--- src/rtl/lsu_arbiter.sv ---
// Round-robin arbiter that serialises load requests into a single-port LSU
// and holds each result until the CDB takes it; flush squashes the in-flight load.
module lsu_arbiter #(
  parameter int NUM_REQ   = 2,
  parameter int ROB_TAG_W = 4
) (
  input  logic                           clk,
  input  logic                           rst_n,

  input  logic [NUM_REQ-1:0]             req_valid_i,
  input  logic [NUM_REQ-1:0][31:0]       req_rs1_val_i,
  input  logic [NUM_REQ-1:0][31:0]       req_imm_i,
  input  logic [NUM_REQ-1:0][5:0]        req_rd_p_i,
  input  logic [NUM_REQ-1:0][ROB_TAG_W-1:0] req_rob_tag_i,
  output logic [NUM_REQ-1:0]             req_ready_o,

  input  logic                           flush_i,

  output logic                           lsu_valid_o,
  output logic                           lsu_mem_read_o,
  output logic [31:0]                    lsu_rs1_val_o,
  output logic [31:0]                    lsu_imm_o,
  output logic [5:0]                     lsu_rd_p_o,
  output logic [ROB_TAG_W-1:0]           lsu_rob_tag_o,
  input  logic                           lsu_ready_i,

  input  logic                           lsu_valid_i,
  input  logic [31:0]                    lsu_result_i,
  input  logic [5:0]                     lsu_rd_p_i,
  input  logic [ROB_TAG_W-1:0]           lsu_rob_tag_i,

  output logic                           cdb_valid_o,
  output logic [31:0]                    cdb_result_o,
  output logic [5:0]                     cdb_rd_p_o,
  output logic [ROB_TAG_W-1:0]           cdb_rob_tag_o,
  input  logic                           cdb_ready_i
);

  localparam int                 PTR_W     = (NUM_REQ > 1) ? $clog2(NUM_REQ) : 1;
  localparam logic [PTR_W:0]     NUM_REQ_W = (PTR_W+1)'(NUM_REQ);
  localparam logic [PTR_W-1:0]   LAST_IDX  = PTR_W'(NUM_REQ - 1);

  typedef enum logic [1:0] {IDLE, ISSUE, WAIT, RESP} state_t;

  state_t           state, state_next;
  logic [PTR_W-1:0] rr_ptr;
  logic             squash;
  logic             grant_any;
  logic [PTR_W-1:0] winner;
  logic [PTR_W:0]   cand;
  logic             accept;

  assign lsu_mem_read_o = 1'b1;

  // Search upward from rr_ptr, wrapping modulo NUM_REQ, for the first valid requester.
  // NOTE: every variable written here gets a default first, so no path infers a latch.
  always_comb begin
    grant_any = 1'b0;
    winner    = '0;
    cand      = '0;
    for (int i = 0; i < NUM_REQ; i++) begin
      cand = {1'b0, rr_ptr} + (PTR_W+1)'(i);
      if (cand >= NUM_REQ_W) cand = cand - NUM_REQ_W;
      if (!grant_any && req_valid_i[cand[PTR_W-1:0]]) begin
        grant_any = 1'b1;
        winner    = cand[PTR_W-1:0];
      end
    end
  end

  assign accept = (state == IDLE) && !flush_i && grant_any;

  always_comb begin
    state_next  = state;
    req_ready_o = '0;
    lsu_valid_o = 1'b0;
    cdb_valid_o = 1'b0;
    case (state)
      IDLE: begin
        if (accept) begin
          req_ready_o[winner] = 1'b1;
          state_next          = ISSUE;
        end
      end
      ISSUE: begin
        lsu_valid_o = !flush_i;
        if (flush_i)          state_next = IDLE;
        else if (lsu_ready_i) state_next = WAIT;
      end
      WAIT: begin
        if (lsu_valid_i) state_next = (squash || flush_i) ? IDLE : RESP;
      end
      RESP: begin
        cdb_valid_o = !flush_i;
        if (flush_i || cdb_ready_i) state_next = IDLE;
      end
      default: state_next = IDLE;
    endcase
  end

  // NOTE: sequential state uses non-blocking assignments so all registers sample pre-edge values.
  // NOTE: payload and result registers are reset too, so every output is a defined 0 out of reset.
  always_ff @(posedge clk or negedge rst_n) begin
    if (!rst_n) begin
      state         <= IDLE;
      rr_ptr        <= '0;
      squash        <= 1'b0;
      lsu_rs1_val_o <= '0;
      lsu_imm_o     <= '0;
      lsu_rd_p_o    <= '0;
      lsu_rob_tag_o <= '0;
      cdb_result_o  <= '0;
      cdb_rd_p_o    <= '0;
      cdb_rob_tag_o <= '0;
    end else begin
      state <= state_next;
      if (accept) begin
        lsu_rs1_val_o <= req_rs1_val_i[winner];
        lsu_imm_o     <= req_imm_i[winner];
        lsu_rd_p_o    <= req_rd_p_i[winner];
        lsu_rob_tag_o <= req_rob_tag_i[winner];
        rr_ptr        <= (winner == LAST_IDX) ? '0 : winner + PTR_W'(1);
      end
      if (state == WAIT) begin
        if (lsu_valid_i) begin
          squash <= 1'b0;
          if (!squash && !flush_i) begin
            cdb_result_o  <= lsu_result_i;
            cdb_rd_p_o    <= lsu_rd_p_i;
            cdb_rob_tag_o <= lsu_rob_tag_i;
          end
        end else if (flush_i) begin
          squash <= 1'b1;
        end
      end
    end
  end

endmodule

--- config.mk ---
export PLATFORM = sky130hd
export DESIGN_NAME = lsu_arbiter
export DESIGN_NICKNAME = d
export VERILOG_FILES = /design/src/rtl/lsu_arbiter.sv
export SDC_FILE = /design/constraint.sdc
export NUM_CORES = 1
export LEC_CHECK = 0
export CORE_MARGIN = 5
export CORE_UTILIZATION = 34
export DETAILED_ROUTE_END_ITERATION = 8
export PLACE_DENSITY = 0.74
export SLEW_MARGIN = 20
export SYNTH_ARGS = -nofsm -noshare
export SYNTH_HDL_FRONTEND = slang
export SYNTH_SLANG_ARGS = --single-unit
export TNS_END_PERCENT = 30
--- constraint.sdc ---
create_clock -name clk -period 2.36 [get_ports clk]
set_input_delay 0.472 -clock clk [delete_from_list [all_inputs] [get_ports clk]]
set_output_delay 0.472 -clock clk [all_outputs]
set_load 0.03 [all_outputs]
# Word-level counts from Yosys, hierarchy flattened

Index checks and enable logic that the tools add are counted.

Add/sub/neg operators: 4
Magnitude comparators: 6
Eq/ne operators: 7
Multiplexer cells: 34
Reduce and logical (&&, ||, !) cells: 15

Operators with widths:

| cell                                                               | count |
|---|---|
| 2-to-1 mux 32 bit                                                  | 4 |
| 2-to-1 mux 1 bit                                                   | 16 |
| 2-to-1 mux 2 bit                                                   | 8 |
| 2-to-1 mux 6 bit                                                   | 2 |
| 2-to-1 mux 4 bit                                                   | 2 |
| case mux 2 bit (4 select lines)                                    | 1 |
| < comparator 1 x 2 -> 1 bit (second input constant)                | 3 |
| inequality test 2 bit (second input constant)                      | 3 |
| logical AND 1 bit                                                  | 5 |
| == test 2 bit (second input constant)                              | 2 |
| AND reduction 4 bit                                                | 1 |
| logical NOT 1 bit                                                  | 3 |
| inequality test 3 bit (second input constant)                      | 1 |
| AND reduction 3 bit                                                | 1 |
| adder 1 x 1 -> 2 bit (second input constant)                       | 1 |
| == test 2 x 1 -> 1 bit (second input constant)                     | 1 |
| greater-or-equal comparator 1 x 2 -> 1 bit (second input constant) | 1 |
| greater-or-equal comparator 2 bit (second input constant)          | 1 |
| logical NOT 2 bit                                                  | 1 |
| logical OR 1 bit                                                   | 2 |
| AND reduction 2 bit                                                | 1 |
| nonzero test 2 bit                                                 | 1 |
| subtractor 1 bit (second input constant)                           | 2 |
| adder 1 bit (second input constant)                                | 1 |
| other kinds (2)                                                    | 2 |

Register bits: 120
Output and inout bits: 121

# Logic depth before layout (Yosys ltp)

Word-level depth: 14
Gate-level depth with buffers: 6

# Least setup slack after synthesis

No wires, ideal clock.

Path type: input to output
From: input flush_i
To: output req_ready_o[1]
Arrival: 1.365 ns
Slack: 0.523 ns
Stages: 3
Path buffers: 1
Cells stage by stage: nor3_1 and3_1 clkbuf_1

Word-level cells in the longest chain between the ends: 5

RTL lines:

| element                         | line | RTL |
|---|---|---|
| start, declared                 | 17   | `input logic flush_i,` |
| logical NOT 1 bit               | 71   | `assign accept = (state == IDLE) && !flush_i && grant_any;` |
| logical AND 1 bit (2 in series) | 71   |  |
| 2-to-1 mux 2 bit                | 80   | `if (accept) begin` |
| 2-to-1 mux 2 bit                | 78   | `case (state)` |
| end, declared                   | 15   | `output logic [NUM_REQ-1:0] req_ready_o,` |

Every way passes these cells.

# Worst setup path after layout

From: input flush_i
To: output req_ready_o[0]

Same word-level chain as after synthesis.

==> reports/qor.csv <==
stage;metric;value;unit
timing;worstMarginPinSlew;777;ps
final_layout;nets;884;
yosys;synthTopCellsByArea;dfrtp_1 58%, a221o_1 14%, o21a_1 11%;
timing;fin_skew;6.18;ps
detailed_routing;drtPass1Iterations;4;
yosys;synth_top_area_cell;dfrtp_1;
clocking;cts.sinks;120;
setup_path;required;1890;ps
floorplanning;io_pins;319;
place;dp_hpwl;13700;µm
setup_path;arrival;1810;ps
global_route;antenna_found_initial;1;
timing;finalHoldViolCount;0;
power_and_ir_drop;p_per_area;1290;nW/µm²
final_layout;area_growth;77.1;%
clocking;htreeDepth;4;
setup_path;worstSetupEndpointType;primary output;
clocking;post_cts_buffers;0;
timing;hold_ws;499;ps
yosys;async_reset_ff_frac;1.00;
clocking;cts_root_buffer;clkbuf_16;
clocking;post_cts_resize_count;0;
timing;drv_slew;0;
detailed_routing;vias;4690;
setup_path;path_class;input pin to primary output;
outcome;outcome;finished clean;
power_and_ir_drop;p_comb_frac;0.489;
yosys;netlist_area;5140;µm²
detailed_routing;avgViaCountPerCell;5.29;
global_route;grt.total_usage;0.209;
timing;rsz0062_at_grt;no;
floorplanning;die_height;133;µm
clocking;numCtsBuffers;17;
detailed_routing;routedWlPerCell;21.0;µm
yosys;synth-seq-cells;120;
detailed_routing;drt_wl_total;18600;µm
timing;slew_headroom;0.481;
timing;finalSetupTns;0;ps
global_route;grt_pass1_wl;28800;µm
yosys;post-synth-top-area-fraction;0.584;
final_layout;diodes;0;
place;port_buffers;317;
timing;fin_crit_sh;0.969;
setup_path;startpoint_type;input pin;
final_layout;post-route-cell-area;9110;µm²
power_and_ir_drop;seq_power_share;0.296;
clocking;ctsHoldBuffers;1;
yosys;synthAdderAreaFrac;0;
timing;timing.fmax;437;MHz
yosys;synth_xor_area_frac;0;
yosys;synth_top_family_by_area;compound AO/OA/AOI/OAI gates;
floorplanning;die_x;133;µm
place;place_congestion;0.815;
yosys;synth_fp_nets;573;
clocking;insertion_delay;410;ps
power_and_ir_drop;p_clk_frac;0.215;
floorplanning;coreArea;15000;µm²
power_and_ir_drop;peakVddDrop;0.658;mV
yosys;synth_compound_area_frac;0.264;
final_layout;multi_input_area;1930;µm²
final_layout;layout-drive-gt1-share;0.132;
yosys;synth-edff-count;0;
min_path;hold_class;flop to flop;
clocking;clk_pin_slew_worst_paths;50;ps
place;placed_cell_area;8520;µm²
detailed_routing;drtIter0Drc;133;
power_and_ir_drop;p_sw;4410;µW
timing;final.min_clock_period;2290;ps
power_and_ir_drop;p_leak;0.00384;µW
power_and_ir_drop;total_power;11700;µW
timing;setup_viol;0;
yosys;synth_mux_area_frac;0.0920;
yosys;synth_area_per_cell;13.7;µm²
floorplanning;start_util;0.342;
setup_path;cp_max_fo;6;
final_layout;final_core_util;0.606;
yosys;synthSimpleGateAreaFrac;0.0144;
yosys;syn_inst;375;
power_and_ir_drop;p_int;7330;µW
global_route;grt_overflow;0;
final_layout;nFillCells;1186;
job;maxCapViolCount;0;
floorplanning;dieArea;17700;µm²
final_layout;seq_area;3000;µm²
yosys;synth_flop_cell;dfrtp_1;
global_route;grt_max_degree;75;
power_and_ir_drop;switching_share;0.376;
clocking;cts_tree;built;
yosys;ys.warnings.count;0;
detailed_routing;drcViolationCount;0;
detailed_routing;postRouteAntennaNets;0;
yosys;synth-seq-area-share;0.584;
floorplanning;fp-row-count;45;
clocking;cts.path.max_buffers;2;
yosys;synth_cell_type_count;24;
global_route;first_global_vias;5119;
## state kept, by name, indices dropped and copies added (netlist names)
| name | flops |
|---|---|
| state | 2 |
| cdb_rd_p_o | 6 |
| lsu_imm_o | 32 |
| squash | 1 |
| lsu_rd_p_o | 6 |
| cdb_rob_tag_o | 4 |
| lsu_rs1_val_o | 32 |
| rr_ptr | 1 |
| cdb_result_o | 32 |
| lsu_rob_tag_o | 4 |
## cell families after synthesis
| kind of cell | after synthesis |
|---|---|
| AOI/OAI and AO/OA | 158 |
| buffers and inverters | 40 |
| DFF | 120 |
| muxes | 42 |
| other | 1 |
| and+or+nand+nor | 14 |
## worst paths after layout
check                      startpoint                to  slack [ps]  cells after the start
setup / recovery              flush_i    req_ready_o[0]          70                      5
hold / removal                 rr_ptr            rr_ptr         500                      1
setup reg to reg             state[0]      lsu_imm_o[1]         500                      4
hold reg to reg                rr_ptr            rr_ptr         500                      1
max in group asynchronous       rst_n  lsu_rs1_val_o[5]        1210                      3
min in group asynchronous       rst_n     lsu_imm_o[28]         540                      2
## critical path, stage by stage
cell and delay, ps:
clkdlybuf4s50_1 420, buf_4 160, nor3_1 290, and3_2 290
buf_4 180
## power by group through the flow
stage | Combinational [µW] | Sequential, µW | Clock (µW)
6_report | 5740 | 3470 | 2520
5_1_grt | 6010 | 3590 | 2690
2_1_floorplan | 1440 | 5190 | 0
4_1_cts | 5810 | 3470 | 2590
3_3_place_gp | 5700 | 3450 | 0
3_5_place_dp | 5770 | 3490 | 0
## synthesized netlist by cell type (all sizes together), types with 2 or more instances
cell and number:
a21o 2, a21oi 3, a221o 74, and3 2, buf 25, clkbuf 13
dfrtp 120, inv 2, mux2 42, nand2b 2, nor2 4, o21a 74
o21ai 3
## stage by stage
stage,setup slack [ps],instances
after global placement,35.7,854
after detailed placement,39.1,854
final,74.2,887
after global routing,16.7,887
after CTS,80.1,887
after floorplan,523,375
## routing by layer
layer / track usage / part of all wire
met1: 0.241 / 0.38
met2: 0.355 / 0.52
met3: 0.0646 / 0.072
met4: 0.0930 / 0.030
met5: 0 / 0.00070
## cell type report
class / count / area share
repair buffers: 330 / 0.369
well taps: 188 / 0.0258
multi-input cells: 215 / 0.211
clock inverters: 8 / 0.0104
inverters: 2 / 0.000824
clock buffers: 24 / 0.0529
flip-flops and latches: 120 / 0.330
## placed cells by master (no fill, tap or decap), drive strengths merged, types with 2 or more instances in the layout
| cell type | instances |
|---|---|
| bufinv | 2 |
| a221o | 74 |
| clkdlybuf4s50 | 312 |
| o21ai | 3 |
| nor2 | 4 |
| clkinvlp | 2 |
| clkbuf | 24 |
| o21a | 74 |
| buf | 17 |
| and3 | 2 |
| mux2 | 42 |
| dfrtp | 120 |
| inv | 2 |
| a21o | 2 |
| nand2b | 2 |
| clkinv | 4 |
| a21oi | 3 |
(Power assumes the default switching activity.)
